[config.mk]
export PLATFORM = sky130hd
export DESIGN_NAME = renode_bus_arbiter
export DESIGN_NICKNAME = d
export VERILOG_FILES = /design/src/rtl/renode_pkg.sv /design/src/rtl/renode_rr_arbiter.sv /design/src/rtl/renode_bus_arbiter.sv
export SDC_FILE = /design/constraint.sdc
export NUM_CORES = 1
export LEC_CHECK = 0
export ABC_AREA = 0
export CAP_MARGIN = 20
export CORE_MARGIN = 5
export CORE_UTILIZATION = 44
export DETAILED_ROUTE_END_ITERATION = 10
export GPL_TIMING_DRIVEN = 1
export PLACE_DENSITY = 0.95
export SYNTH_ARGS = -nofsm -noshare
export SYNTH_HDL_FRONTEND = slang
export SYNTH_SLANG_ARGS = --single-unit
[constraint.sdc]
create_clock -name clk -period 8.1 [get_ports clk]
set_clock_uncertainty 0.2 [all_clocks]
set_input_delay 1.62 -clock clk [delete_from_list [all_inputs] [get_ports clk]]
set_output_delay 1.62 -clock clk [all_outputs]
set_load 0.05 [all_outputs]
[src/rtl/renode_pkg.sv]
// Shared types for the Renode bus-controller arbitration slice.
//   arb_state_e   : transaction FSM states (IDLE -> ISSUE -> WAIT -> RESPOND)
//   rsp_status_e  : status returned to the granted requester
//   index_width() : width of a requester index, at least one bit
package renode_pkg;

    typedef enum logic [1:0] {
        IDLE    = 2'd0,
        ISSUE   = 2'd1,
        WAIT    = 2'd2,
        RESPOND = 2'd3
    } arb_state_e;

    typedef enum logic [1:0] {
        RspOk      = 2'd0,
        RspError   = 2'd1,
        RspTimeout = 2'd2
    } rsp_status_e;

    function automatic int unsigned index_width(input int unsigned n);
        return (n > 1) ? $clog2(n) : 1;
    endfunction

endpackage

[src/rtl/renode_rr_arbiter.sv]
// Combinational round-robin pick among a request vector.
// The search starts at ptr_i and wraps; the pointer register is owned by the parent.
//   req_i    : per-requester request bits
//   ptr_i    : index to search from
//   grant_o  : one-hot grant (all zero when nothing is requested)
//   winner_o : index of the granted requester
//   any_o    : at least one request present
module renode_rr_arbiter
    import renode_pkg::*;
#(
    parameter int unsigned RequestersCount = 2,
    parameter int unsigned IdxW            = index_width(RequestersCount)
) (
    input  logic [RequestersCount-1:0] req_i,
    input  logic [IdxW-1:0]            ptr_i,
    output logic [RequestersCount-1:0] grant_o,
    output logic [IdxW-1:0]            winner_o,
    output logic                       any_o
);

    // Walk the requesters in priority order ptr, ptr+1, ... (mod count); the
    // inner compare loop keeps every vector index constant.
    always_comb begin
        logic        found;
        int unsigned idx;
        found    = 1'b0;
        idx      = 0;
        winner_o = '0;
        for (int unsigned i = 0; i < RequestersCount; i++) begin
            idx = (32'(ptr_i) + i) % RequestersCount;
            for (int unsigned j = 0; j < RequestersCount; j++) begin
                if (!found && (j == idx) && req_i[j]) begin
                    found    = 1'b1;
                    winner_o = IdxW'(j);
                end
            end
        end
        grant_o = '0;
        for (int unsigned j = 0; j < RequestersCount; j++) begin
            grant_o[j] = found && (32'(winner_o) == j);
        end
        any_o = found;
    end

endmodule

[src/rtl/renode_bus_arbiter.sv]
// Shares one Renode bus-controller channel among RequestersCount requesters.
// Round-robin grant, one outstanding transaction, per-transaction timeout.
//   clk, rst_n                     : clock, async active-low reset
//   req_valid/write/address/wdata  : packed per-requester request fields
//   req_ready                      : one-hot accept strobe (combinational in IDLE)
//   rsp_valid/rdata/status         : one-cycle response to the granted requester
//   bus_valid/write/address/wdata  : downstream issue, held until bus_ready
//   bus_ready, bus_rsp_*           : downstream handshake and completion
//   busy                           : transaction outstanding
module renode_bus_arbiter
    import renode_pkg::*;
#(
    parameter int unsigned RequestersCount = 2,
    parameter int unsigned AddressWidth    = 32,
    parameter int unsigned DataWidth       = 32,
    parameter int unsigned TimeoutCycles   = 100
) (
    input  logic                                 clk,
    input  logic                                 rst_n,
    input  logic [RequestersCount-1:0]           req_valid,
    input  logic [RequestersCount-1:0]           req_write,
    input  logic [RequestersCount*AddressWidth-1:0] req_address,
    input  logic [RequestersCount*DataWidth-1:0] req_wdata,
    output logic [RequestersCount-1:0]           req_ready,
    output logic [RequestersCount-1:0]           rsp_valid,
    output logic [DataWidth-1:0]                 rsp_rdata,
    output logic [1:0]                           rsp_status,
    output logic                                 bus_valid,
    output logic                                 bus_write,
    output logic [AddressWidth-1:0]              bus_address,
    output logic [DataWidth-1:0]                 bus_wdata,
    input  logic                                 bus_ready,
    input  logic                                 bus_rsp_valid,
    input  logic                                 bus_rsp_error,
    input  logic [DataWidth-1:0]                 bus_rsp_rdata,
    output logic                                 busy
);

    localparam int unsigned IdxW = index_width(RequestersCount);
    localparam int unsigned CntW = $clog2(TimeoutCycles + 1);

    // Reset asserts asynchronously but releases two clocks after rst_n rises,
    // so no state flop leaves reset on a clock edge it was not set up for.
    logic [1:0] rst_sync_q;
    logic       arst_n;

    always_ff @(posedge clk or negedge rst_n) begin
        if (!rst_n) rst_sync_q <= '0;
        else        rst_sync_q <= {rst_sync_q[0], 1'b1};
    end

    assign arst_n = rst_sync_q[1];

    arb_state_e                  state_q, state_d;
    logic [IdxW-1:0]             ptr_q, ptr_d;
    logic [RequestersCount-1:0]  grant_q, grant_d;
    logic                        write_q, write_d;
    logic [AddressWidth-1:0]     addr_q, addr_d;
    logic [DataWidth-1:0]        wdata_q, wdata_d;
    logic [CntW-1:0]             cnt_q, cnt_d;
    logic [DataWidth-1:0]        rdata_q, rdata_d;
    rsp_status_e                 status_q, status_d;

    logic [RequestersCount-1:0]  arb_grant;
    logic [IdxW-1:0]             arb_winner;
    logic                        arb_any;
    logic                        expire;

    renode_rr_arbiter #(
        .RequestersCount(RequestersCount),
        .IdxW           (IdxW)
    ) u_rr (
        .req_i   (req_valid),
        .ptr_i   (ptr_q),
        .grant_o (arb_grant),
        .winner_o(arb_winner),
        .any_o   (arb_any)
    );

    // The counter is 0 on the first ISSUE cycle, so this is the last allowed cycle.
    assign expire = (cnt_q == CntW'(TimeoutCycles - 1));

    // Transaction FSM. A response seen in the expiry cycle takes priority over
    // the timeout; responses outside ISSUE/WAIT are dropped.
    always_comb begin
        state_d  = state_q;
        ptr_d    = ptr_q;
        grant_d  = grant_q;
        write_d  = write_q;
        addr_d   = addr_q;
        wdata_d  = wdata_q;
        cnt_d    = cnt_q;
        rdata_d  = rdata_q;
        status_d = status_q;
        unique case (state_q)
            IDLE: begin
                if (arb_any) begin
                    state_d = ISSUE;
                    grant_d = arb_grant;
                    write_d = req_write[arb_winner];
                    addr_d  = req_address[arb_winner*AddressWidth +: AddressWidth];
                    wdata_d = req_wdata[arb_winner*DataWidth +: DataWidth];
                    ptr_d   = (arb_winner == IdxW'(RequestersCount - 1)) ? '0
                                                                         : arb_winner + IdxW'(1);
                    cnt_d   = '0;
                end
            end
            ISSUE, WAIT: begin
                cnt_d = cnt_q + CntW'(1);
                if (bus_rsp_valid && (state_q == WAIT || bus_ready)) begin
                    state_d  = RESPOND;
                    status_d = bus_rsp_error ? RspError : RspOk;
                    rdata_d  = (bus_rsp_error || write_q) ? '0 : bus_rsp_rdata;
                end else if (expire) begin
                    state_d  = RESPOND;
                    status_d = RspTimeout;
                    rdata_d  = '0;
                end else if (state_q == ISSUE && bus_ready) begin
                    state_d = WAIT;
                end
            end
            RESPOND: begin
                state_d = IDLE;
                cnt_d   = '0;
            end
            default: state_d = IDLE;
        endcase
    end

    // All transaction state, including the round-robin pointer.
    always_ff @(posedge clk or negedge arst_n) begin
        if (!arst_n) begin
            state_q  <= IDLE;
            ptr_q    <= '0;
            grant_q  <= '0;
            write_q  <= 1'b0;
            addr_q   <= '0;
            wdata_q  <= '0;
            cnt_q    <= '0;
            rdata_q  <= '0;
            status_q <= RspOk;
        end else begin
            state_q  <= state_d;
            ptr_q    <= ptr_d;
            grant_q  <= grant_d;
            write_q  <= write_d;
            addr_q   <= addr_d;
            wdata_q  <= wdata_d;
            cnt_q    <= cnt_d;
            rdata_q  <= rdata_d;
            status_q <= status_d;
        end
    end

    // Outputs are decoded from the state so every one is 0 while in reset;
    // req_ready is also held off until the reset release has completed.
    assign req_ready   = (state_q == IDLE && arst_n) ? arb_grant : '0;
    assign bus_valid   = (state_q == ISSUE);
    assign bus_write   = (state_q == ISSUE) && write_q;
    assign bus_address = (state_q == ISSUE) ? addr_q  : '0;
    assign bus_wdata   = (state_q == ISSUE) ? wdata_q : '0;
    assign rsp_valid   = (state_q == RESPOND) ? grant_q : '0;
    assign rsp_rdata   = (state_q == RESPOND) ? rdata_q : '0;
    assign rsp_status  = (state_q == RESPOND) ? status_q : 2'd0;
    assign busy        = (state_q != IDLE);

endmodule

Word level (Yosys, flattened, before mapping). Cells that the tools add are included.

Bits in registers: 113. Latch bits: 0. Bits in writable memories: 0. ROM bits: 0. Bits of input ports: 169. Word-level logic and storage cells: 79. Memories: 0.

Add/subtract/negate cells: 3. Multipliers: 0. Divide/modulo/power cells: 0. Magnitude comparators: 1. Equality and inequality tests: 6. Shift operators: 2. Multiplexer cells: 29. Bitwise operators: 1. Reduce and logical (&&, ||, !) cells: 27.

Operators with widths (count): $mux 32 (6); $shiftx 64x7->32 (2); $logic_not 32->1 (2); $pmux 7 s3 (1); $mux 2 (9); $logic_and 1x1->1 (13); $mux 1 (11); $add 7x1->7 const B (1); $eq 7x7->1 const B (1); $mux 7 (1); $pmux 2 s3 (1); $reduce_and 2->1 (3); $eq 2x2->1 const B (2); $ne 4x4->1 const B (1); $reduce_bool 2->1 (2); $logic_not 1->1 (3); $add 1x1->1 const B (2); $eq 2x1->1 const B (1); $logic_not 2->1 (1); $logic_or 1x1->1 (2); $lt 1x2->1 const B (1); $ne 2x2->1 const B (1); $reduce_or 2->1 (1); $not 1->1 (1).

Longest topological paths before layout. Gate-level depths: netlist of run 1.

Word-level depth: 18. Mapped depth: 7.

By module. From an unflattened synthesis of run 1, not the netlist that was laid out.

Cell total of the unflattened synthesis: 552. Area, all modules: 5680.4 µm².

Modules (own cells, without submodules): renode_bus_arbiter (times used 1, cells each 547, area each 5647.9 µm²); renode_rr_arbiter (times used 1, cells each 5, area each 32.5 µm²).

Least setup slack after synthesis of run 1. No wires, ideal clock.

Kind: register to output. Start point: reg rst_sync_q[1]. End point: out req_ready[1]. Arrival: 3.578 ns. Data required time: 6.280 ns. Slack: 2.702 ns. Cell stages (with the launch flop): 3. Path buffers: 0. Cell sequence: dfrtp_1 nand2_1 nor2_1.

Cells in the longest elaborated chain, start to end: 2.

Ends and longest elaborated chain: start, declared (RTL line renode_bus_arbiter.sv:44) `logic [1:0] rst_sync_q;`; start signal, assigned (RTL line renode_bus_arbiter.sv:49) `else rst_sync_q <= {rst_sync_q[0], 1'b1};`; $logic_and 1x1->1 (RTL line renode_bus_arbiter.sv:157) `assign req_ready = (state_q == IDLE && arst_n) ? arb_grant : '0;`; $mux 2 (RTL line renode_bus_arbiter.sv:157); end, declared (RTL line renode_bus_arbiter.sv:24) `output logic [RequestersCount-1:0] req_ready,`.

No other way between the ends.

Worst setup path after layout of run 1.
Start point: in req_valid[1]. End point: out req_ready[0].

Cells in the longest elaborated chain, start to end: 13. Elaborated cells between the ends (all ways): 16. Classes of those cells: mux: 7; bitwise: 1; reduce/logical: 8.

Ends and longest elaborated chain: start, declared (RTL line renode_bus_arbiter.sv:20) `input logic [RequestersCount-1:0] req_valid,`; $logic_and 1x1->1 (RTL line renode_rr_arbiter.sv:32) `if (!found && (j == idx) && req_i[j]) begin`; $mux 1 (RTL line renode_rr_arbiter.sv:32); $logic_not 1->1 (RTL line renode_rr_arbiter.sv:32); $logic_and 1x1->1 (2 in a row) (RTL line renode_rr_arbiter.sv:32); $mux 1 (RTL line renode_rr_arbiter.sv:32); $logic_not 1->1 (RTL line renode_rr_arbiter.sv:32); $logic_and 1x1->1 (2 in a row) (RTL line renode_rr_arbiter.sv:32); $mux 1 (RTL line renode_rr_arbiter.sv:32); $not 1->1 (RTL line renode_rr_arbiter.sv:40) `grant_o[j] = found && (32'(winner_o) == j);`; $logic_and 1x1->1 * (RTL line renode_rr_arbiter.sv:40); $mux 2 * (RTL line renode_bus_arbiter.sv:157).

Every way passes the cells marked *; elsewhere a longest branch is shown, timed or not.

==> impl_metrics.py, run 1 <==
metrics = {
    "outcome": {
        "status": "completed",
    },
    "worst_hold_path": {
        "hp-class": "flip-flop to async pin",
    },
    "drt": {
        "ant_nets": 0,
        "drtPass1Iterations": 4,
        "vias": 5043,
        "routedWlPerCell_um": 18.36,
        "drc": 0,
        "drt_iter0_markers": 294,
        "via_per_inst": 5.063,
        "met3WireLength_um": 2180,
        "met2_length_um": 9194,
        "wirelength_um": 18290,
        "highest_layer": "met4",
        "m1WireLength_um": 6447,
    },
    "synthesis": {
        "synth_flop_cell": "dfrtp_1",
        "syn_area_per_cell_um2": 10.24,
        "synth_top_area_share_pct": 50.29,
        "synth_area_leader_cell": "dfrtp_1",
        "netlist_top_cells_area": "dfrtp_1 50%, mux2i_1 12%, and2_1 11%",
        "ys_types": 28,
        "synth_edf_count": 0,
        "ys_warn_count": 0,
        "ys_async_sr_fraction_pct": 100.0,
        "seq_area_frac_synth_pct": 50.29,
        "synth_nets": 723,
        "synth_seq_cells": 113,
        "syn-cell-area_um2": 5623,
        "synth_cells": 549,
    },
    "global_route": {
        "grt_overflow": 0,
        "first_global_vias": 5333,
        "antenna_found_initial": 0,
        "grt_pass1_wl_um": 27280,
        "grtUsageTotal_pct": 23.78,
        "grt_max_degree": 84,
    },
    "timing": {
        "final.setup.tns_ns": 0,
        "tightest_slew_ns": 1.025,
        "max_freq_mhz": 177.6,
        "finalSetupViolCount": 0,
        "timing.final.hold_violations": 0,
        "finalMaxSlewViolations": 0,
        "finalCritPeriodShare_pct": 69.50,
        "rsz0062_at_grt": "false",
        "period_needed_ns": 5.629,
        "slew_headroom_pct": 31.69,
    },
    "setup_path": {
        "crit_type": "input pin to output pin",
        "crit_arrival_ns": 3.81,
        "r2r_cells": 6,
        "startpoint_type": "input pin",
        "slowest_delay_ns": 0.82,
        "cpMaxStageDelayCell": "clkdlybuf4s50_1",
        "path_max_fanout": 4,
        "path_cells": "clkdlybuf4s50_1 > nor2_1 > nor2_1 > and3_1 > clkdlybuf4s50_1",
        "required_ns": 6.28,
        "critPathCaptureType": "output pin",
    },
    "cts": {
        "numCtsBuffers": 17,
        "ctsResizeCount": 0,
        "ctsHoldBuffers": 0,
        "cts-root-buf": "clkbuf_16",
        "clk_latency_ns": 0.40,
        "clock_sinks": 113,
        "htreeDepth": 4,
        "cts_buffer_depth": 2,
        "clkSlewWorstSetupHoldPaths_ns": 0.05,
        "cts_tree": "yes",
        "postCtsSetupBuffers": 0,
    },
    "floorplanning": {
        "die_y_um": 123.0,
        "rows": 41,
        "dieArea_um2": 15140,
        "ios": 274,
        "core_area_um2": 12570,
        "die-width_um": 123.0,
        "start_util_pct": 44.74,
    },
    "power_and_ir_drop": {
        "power_density_nw_per_um2": 361.4,
        "power_leakage_nw": 4.123,
        "totalPowerFinal_mw": 3.310,
        "ir_drop_mv": 0.1939,
    },
    "cells_and_area": {
        "nNetsFinal": 985,
        "layout-drive-gt1-share_pct": 5.704,
        "area.growth.synth_to_final_pct": 62.86,
        "regArea_um2": 2831,
        "n_fill_cell": 856,
        "multiInputGateArea_um2": 2581,
        "n_antenna_cell": 0,
    },
    "place": {
        "dp_hpwl_um": 13160,
        "port_buffers": 273,
        "gp_congestion": 0.7952,
    },
    "flow_run": {
        "maxCapViolCount": 0,
    },
}
cell usage in the layout (no fill, tap or decap):
cell type	netlist	final
clkdlybuf4s50_1	0	273
dfrtp_1	113	112
and2_1	101	101
nand2_1	72	72
o21ai_0	68	68
mux2i_1	66	66
a22o_1	33	33
clkbuf_16	0	17
nor2_1	12	12
o21ai_1	9	7
inv_1	6	6
bufinv_16	0	5
buf_4	6	5
nand3_1	4	4
o31ai_1	4	4
ha_1	5	4
and3_1	3	3
a31oi_1	3	3
clkbuf_8	0	3
clkinv_2	0	3
buf_16	0	3
o21ai_4	0	2
a21oi_1	2	2
nand2b_1	2	2
clkinvlp_4	0	2
clkbuf_1	16	2
o211a_4	1	1
nor3b_4	1	1
nor2b_1	1	1
and4bb_1	1	1
a31oi_4	1	1
nor3_2	1	1
mux2_2	1	1
ha_2	0	1
conb_1	1	1
dfrtp_4	0	1
stage by stage:
stage	hold WS [ns]	utilization, %	instances	setup WS [ns]	instance area (um2)
2_1_floorplan	0.1312	-	549	2.702	5623
3_3_place_gp	0.1178	67.00	961	2.483	8421
3_5_place_dp	0.1155	67.00	961	2.457	8421
4_1_cts	0.1288	72.21	993	2.441	9075
5_1_grt	0.1520	72.86	996	2.362	9158
6_report	0.1067	72.86	996	2.471	9158
cell usage after synthesis, types with 6 or more instances:
| library cell | instances |
|---|---|
| dfrtp_1 | 113 |
| o21ai_0 | 68 |
| inv_1 | 6 |
| clkbuf_1 | 16 |
| buf_2 | 11 |
| nor2_1 | 12 |
| mux2i_1 | 66 |
| nand2_1 | 72 |
| o21ai_1 | 9 |
| a22o_1 | 33 |
| buf_4 | 6 |
| and2_1 | 101 |
final timing paths:
kind | from | endpoint | slack, ns
setup reg to reg | state_q[0]$_DFFE_PN0P_ | state_q[0]$_DFFE_PN0P_ | 5.44
setup / recovery | req_valid[1] | req_ready[0] | 2.47
hold / removal | rst_sync_q[1]$_DFF_PN0_ | cnt_q[2]$_DFFE_PN0P_ | 0.11
max in group asynchronous | rst_n | rst_sync_q[1]$_DFF_PN0_ | 6.39
min in group clk | rst_sync_q[0]$_DFF_PN0_ | rst_sync_q[1]$_DFF_PN0_ | 0.16
hold reg to reg | rst_sync_q[1]$_DFF_PN0_ | cnt_q[2]$_DFFE_PN0P_ | 0.11
flip-flops by register name (all words and copies together), names as in the netlist:
| signal | count |
|---|---|
| rdata_q | 32 |
| grant_q | 2 |
| state_q | 2 |
| rst_sync_q | 2 |
| cnt_q | 7 |
| ptr_q | 1 |
| status_q | 2 |
| wdata_q | 32 |
| write_q | 1 |
| addr_q | 32 |
cells by family (layout without fill, tap and decap cells):
family                   count (synthesis)  in the layout  synth area share [%]
multiplexers                            67             67                 11.95
other                                    1              1               0.06669
AND/OR/NAND/NOR                        198            198                 18.60
adder cells (fa/ha/maj)                  5              5                 1.113
AO/OA/AOI/OAI                          121            121                 13.73
buffers and inverters                   44            319                 4.250
flip-flops                             113            113                 50.29
final cells by class:
type | count | share of cell area, %
well taps | 172 | 2.350
clock buffers | 22 | 5.178
clock inverters | 10 | 1.967
repair buffers | 281 | 31.15
multi-input cells | 392 | 28.19
flip-flops and latches | 113 | 30.92
inverters | 6 | 0.2459
power breakdown:
part / total, mW / leakage [nW] / internal (mW) / switching [mW]
clock network: 0.825 / 0.316 / 0.569 / 0.257
logic: 1.57 / 2.37 / 0.591 / 0.981
registers: 0.913 / 1.43 / 0.790 / 0.123
worst max-delay path: cells and delay by family:
family / cells / cell delay [ns]
buf+inv: 2 / 1.47
simple gates: 3 / 0.72
layer usage:
metal	up-vias	GRT usage (%)
met3	36	10.29
met4	0	9.066
li1	2398	-
met2	241	41.51
met5	-	0
met1	2368	25.46
(Power assumes the default switching activity.)
==> run 2: changes to the inputs <==
CORE_UTILIZATION = 41   (was 44)
PLACE_DENSITY = 0.91   (was 0.95)
clock period = 5.45 ns   (was 8.1 ns; I/O delays follow)
==> impl_metrics.py, run 2 (synthesized netlist as in run 1, its figures left out) <==
metrics = {
    "drt": {
        "drt_iter0_markers": 260,
        "wirelength_um": 17890,
        "drtPass1Iterations": 4,
        "vias": 5009,
        "ant_nets": 0,
        "via_per_inst": 5.019,
        "drc": 0,
        "routedWlPerCell_um": 17.93,
    },
    "floorplanning": {
        "start_util_pct": 42.13,
        "dieArea_um2": 16160,
        "ios": 274,
        "die_y_um": 127.1,
        "rows": 42,
        "core_area_um2": 13350,
        "die-width_um": 127.1,
    },
    "cts": {
        "numCtsBuffers": 17,
        "postCtsSetupBuffers": 0,
        "cts-root-buf": "clkbuf_16",
        "ctsHoldBuffers": 0,
        "htreeDepth": 4,
        "ctsResizeCount": 0,
        "cts_tree": "yes",
        "clock_sinks": 113,
        "cts_buffer_depth": 2,
        "clk_latency_ns": 0.41,
        "clkSlewWorstSetupHoldPaths_ns": 0.05,
    },
    "setup_path": {
        "path_max_fanout": 4,
        "crit_type": "input pin to output pin",
        "crit_arrival_ns": 3.11,
        "required_ns": 4.16,
        "startpoint_type": "input pin",
        "critPathCaptureType": "output pin",
    },
    "power_and_ir_drop": {
        "ir_drop_mv": 0.2992,
        "power_leakage_nw": 4.080,
        "power_density_nw_per_um2": 521.6,
    },
    "global_route": {
        "grt_max_degree": 104,
        "grt_pass1_wl_um": 27410,
        "first_global_vias": 5293,
        "grt_overflow": 0,
        "antenna_found_initial": 0,
        "grtUsageTotal_pct": 21.79,
    },
    "cells_and_area": {
        "n_fill_cell": 1008,
        "top_regs": "addr_q x32, rdata_q x32, wdata_q x32",
        "n_antenna_cell": 0,
        "final_common_cell": "clkdlybuf4s50_1",
        "regArea_um2": 2831,
        "final_cell_mix": "272 x clkdlybuf4s50_1, 112 x dfrtp_1, 101 x and2_1, 72 x nand2_1, 68 x o21ai_0",
        "design_area_um2": 9056,
        "nNetsFinal": 985,
        "multiInputGateArea_um2": 2581,
        "area.growth.synth_to_final_pct": 61.06,
        "layout-drive-gt1-share_pct": 5.474,
    },
    "timing": {
        "slew_headroom_pct": 35.74,
        "final.setup.tns_ns": 0,
        "finalSetupViolCount": 0,
        "max_freq_mhz": 227.3,
        "timing.final.hold_violations": 0,
        "finalCritPeriodShare_pct": 80.71,
        "finalMaxSlewViolations": 0,
        "rsz0062_at_grt": "false",
        "tightest_slew_ns": 0.9640,
        "period_needed_ns": 4.399,
    },
    "place": {
        "gp_congestion": 0.8069,
        "placed_cell_area_um2": 8436,
        "dp_hpwl_um": 13040,
        "port_buffers": 273,
    },
    "outcome": {
        "status": "completed",
    },
    "flow_run": {
        "maxCapViolCount": 0,
    },
    "worst_hold_path": {
        "hp-class": "flip-flop to flip-flop",
    },
}
-- run 2: final cells by class --
class                   instances  share of cell area (%)
repair buffers                281                   31.39
clock inverters                 5                  0.5803
clock buffers                  25                   5.582
multi-input cells             392                   28.50
flip-flops and latches        113                   31.27
inverters                       6                  0.2487
well taps                     176                   2.432
-- run 2: report_power, final --
part | switching, mW | internal (mW)
logic | 1.45 | 0.867
clock network | 0.368 | 0.679
registers | 0.187 | 1.17
-- run 2: path summary, 6_finish.rpt --
check	slack (ns)	to	cells past startpoint	from
min in group asynchronous	0.18	wdata_q[26]$_DFFE_PN0P_	0	rst_sync_q[1]$_DFF_PN0_
worst min register to register	0.15	rst_sync_q[1]$_DFF_PN0_	0	rst_sync_q[0]$_DFF_PN0_
worst max register to register	2.81	state_q[0]$_DFFE_PN0P_	6	state_q[0]$_DFFE_PN0P_
worst max-delay path	1.05	req_ready[1]	6	req_valid[1]
worst min-delay path	0.15	rst_sync_q[1]$_DFF_PN0_	0	rst_sync_q[0]$_DFF_PN0_
max in group asynchronous	3.64	ptr_q$_DFFE_PN0P_	1	rst_sync_q[1]$_DFF_PN0_
-- run 2: stage by stage --
| step | std cells | total power [mW] | setup slack, ns | hold WS (ns) | util (%) |
|---|---|---|---|---|---|
| after floorplan | 549 | 2.881 | 0.5822 | 0.1312 | - |
| after global placement | 965 | 3.588 | 0.9909 | 0.1361 | 63.20 |
| after detailed placement | 965 | 3.651 | 0.9971 | 0.1379 | 63.20 |
| after CTS | 995 | 4.719 | 0.9921 | 0.1495 | 67.38 |
| after global routing | 998 | 5.006 | 0.9287 | 0.1551 | 67.85 |
| final | 998 | 4.724 | 1.051 | 0.1468 | 67.85 |
-- run 2: per-layer routing --
layer | part of all wire (%) | vias up | routed length, um | GRT usage (%)
met5 | 0 | - | 0 | 0
met4 | 1.8 | 0 | 323 | 7.192
met3 | 11 | 23 | 1903 | 10.02
met2 | 50 | 221 | 8871 | 37.76
met1 | 38 | 2375 | 6791 | 23.70
li1 | - | 2390 | - | -
-- run 2: worst max-delay path, cell delays in order --
cell,delay [ns]
clkdlybuf4s50_1,0.62
nor2_1,0.09
nor2_1,0.20
nand2_1,0.08
nor2_1,0.16
clkdlybuf4s50_1,0.86
==> run 3: changes to the inputs <==
CORE_UTILIZATION = 37   (was 41)
PLACE_DENSITY = 0.87   (was 0.91)
clock period = 3.65 ns   (was 5.45 ns; I/O delays follow)
==> impl_metrics.py, run 3 (synthesized netlist as in run 1, its figures left out) <==
metrics = {
    "outcome": {
        "status": "completed",
    },
    "setup_path": {
        "crit_type": "flip-flop to output pin",
        "slowest_delay_ns": 0.81,
        "r2r_cells": 6,
        "startpoint_type": "flip-flop",
        "path_cells": "inv_1 > ha_2 > buf_4 > and2_1 > clkdlybuf4s50_1",
        "cp-endpoint": "bus_wdata[16]",
        "ff2ff_setup_slack_ns": 1.10,
        "required_ns": 2.72,
        "reg2reg_to": "rdata_q[12]$_DFFE_PN0P_",
        "critPathLaunch": "state_q[1]$_DFFE_PN0P_",
        "path_max_fanout": 40,
        "crit_arrival_ns": 2.44,
        "cpMaxStageDelayCell": "clkdlybuf4s50_1",
        "worstReg2RegStart": "state_q[0]$_DFFE_PN0P_",
        "critPathCaptureType": "output pin",
    },
    "drt": {
        "via_per_inst": 4.929,
        "vias": 4998,
        "drc": 0,
        "wirelength_um": 17510,
        "drt_iter0_markers": 187,
        "ant_nets": 0,
        "routedWlPerCell_um": 17.27,
        "drtPass1Iterations": 4,
    },
    "timing": {
        "finalSetupViolCount": 0,
        "finalCritPeriodShare_pct": 92.42,
        "tightest_slew_ns": 0.8117,
        "rsz0062_at_grt": "false",
        "finalMaxSlewViolations": 0,
        "final.setup.tns_ns": 0,
        "max_freq_mhz": 296.5,
        "period_needed_ns": 3.373,
        "timing.final.hold_violations": 0,
        "slew_headroom_pct": 45.89,
    },
    "cts": {
        "clkSlewWorstSetupHoldPaths_ns": 0.05,
        "postCtsSetupBuffers": 0,
        "clk_latency_ns": 0.41,
        "clock_sinks": 113,
        "cts-root-buf": "clkbuf_16",
        "cts_buffer_depth": 2,
        "numCtsBuffers": 17,
        "ctsHoldBuffers": 0,
        "ctsResizeCount": 0,
        "htreeDepth": 4,
        "cts_tree": "yes",
    },
    "cells_and_area": {
        "final_cell_mix": "243 x clkdlybuf4s50_1, 112 x dfrtp_1, 101 x and2_1, 72 x nand2_1, 68 x o21ai_0",
        "design_area_um2": 8997,
        "final_common_cell": "clkdlybuf4s50_1",
        "n_antenna_cell": 0,
        "layout-drive-gt1-share_pct": 9.685,
        "top_regs": "addr_q x32, rdata_q x32, wdata_q x32",
        "n_fill_cell": 1258,
        "nNetsFinal": 987,
        "area.growth.synth_to_final_pct": 60.01,
    },
    "power_and_ir_drop": {
        "power_leakage_nw": 4.124,
        "power_density_nw_per_um2": 773.7,
        "totalPowerFinal_mw": 6.961,
        "ir_drop_mv": 0.3815,
    },
    "floorplanning": {
        "rows": 45,
        "ios": 274,
        "die_y_um": 133.3,
        "start_util_pct": 37.40,
        "dieArea_um2": 17760,
        "die-width_um": 133.3,
        "core_area_um2": 15030,
    },
    "place": {
        "port_buffers": 273,
        "dp_hpwl_um": 12740,
        "placed_cell_area_um2": 8441,
        "gp_congestion": 0.8012,
    },
    "global_route": {
        "grt_max_degree": 118,
        "grt_pass1_wl_um": 26930,
        "grtUsageTotal_pct": 19.39,
        "first_global_vias": 5068,
        "grt_overflow": 0,
        "antenna_found_initial": 0,
    },
    "flow_run": {
        "maxCapViolCount": 0,
    },
    "worst_hold_path": {
        "hp-class": "flip-flop to flip-flop",
    },
}
[run 3: area by class of cell]
| type | count | area [um2] | share of cell area (%) |
|---|---|---|---|
| flip-flops and latches | 113 | 2831 | 31.47 |
| repair buffers | 283 | 2770 | 30.79 |
| multi-input cells | 392 | 2581 | 28.69 |
| clock buffers | 19 | 442.9 | 4.923 |
| inverters | 6 | 22.52 | 0.2503 |
| clock inverters | 13 | 113.9 | 1.265 |
| well taps | 188 | 235.2 | 2.614 |
[run 3: report_power, final]
part	leakage (nW)	switching [mW]	internal [mW]	total (mW)
sequential	1.43	0.264	1.75	2.02
combinational	2.43	2.17	1.24	3.40
clock	0.261	0.592	0.950	1.54
total	4.12	3.02	3.94	6.96
[run 3: worst max-delay path, delay by kind of cell, from the launching register on]
family,cells,cell delay [ns]
fa+ha+maj,1,0.19
buf+inv,3,1.23
flops,1,0.40
simple gates,1,0.20
[run 3: worst min path at each step]
stage	from	endpoint	slack (ns)	cells past startpoint
2_1_floorplan	rst_sync_q[0]$_DFF_PN0_	rst_sync_q[1]$_DFF_PN0_	0.13	0
3_3_place_gp	rst_sync_q[0]$_DFF_PN0_	rst_sync_q[1]$_DFF_PN0_	0.14	0
3_5_place_dp	rst_sync_q[0]$_DFF_PN0_	rst_sync_q[1]$_DFF_PN0_	0.15	0
4_1_cts	rst_sync_q[0]$_DFF_PN0_	rst_sync_q[1]$_DFF_PN0_	0.16	0
5_1_grt	rst_sync_q[0]$_DFF_PN0_	rst_sync_q[1]$_DFF_PN0_	0.17	0
6_report	rst_sync_q[0]$_DFF_PN0_	rst_sync_q[1]$_DFF_PN0_	0.15	0
[run 3: layer usage]
metal  global-route usage, %  routed length [um]  up-vias  part of all wire, %
li1                        -                   -     2398                    -
met1                   22.79                7254     2338                   41
met2                   30.98                8073      233                   46
met3                   8.119                1687       29                  9.6
met4                   8.857                 497        0                  2.8
met5                       0                   0        -                    0
[run 3: per-stage QoR]
stage,util [%],cells,setup WS [ns],hold slack [ns]
5_1_grt,59.85,1014,0.1246,0.1695
6_report,59.85,1014,0.2768,0.1502
3_3_place_gp,56.15,982,0.4966,0.1369
3_5_place_dp,56.15,982,0.5339,0.1478
2_1_floorplan,-,549,0.2785,0.1311
4_1_cts,59.85,1014,0.2283,0.1557
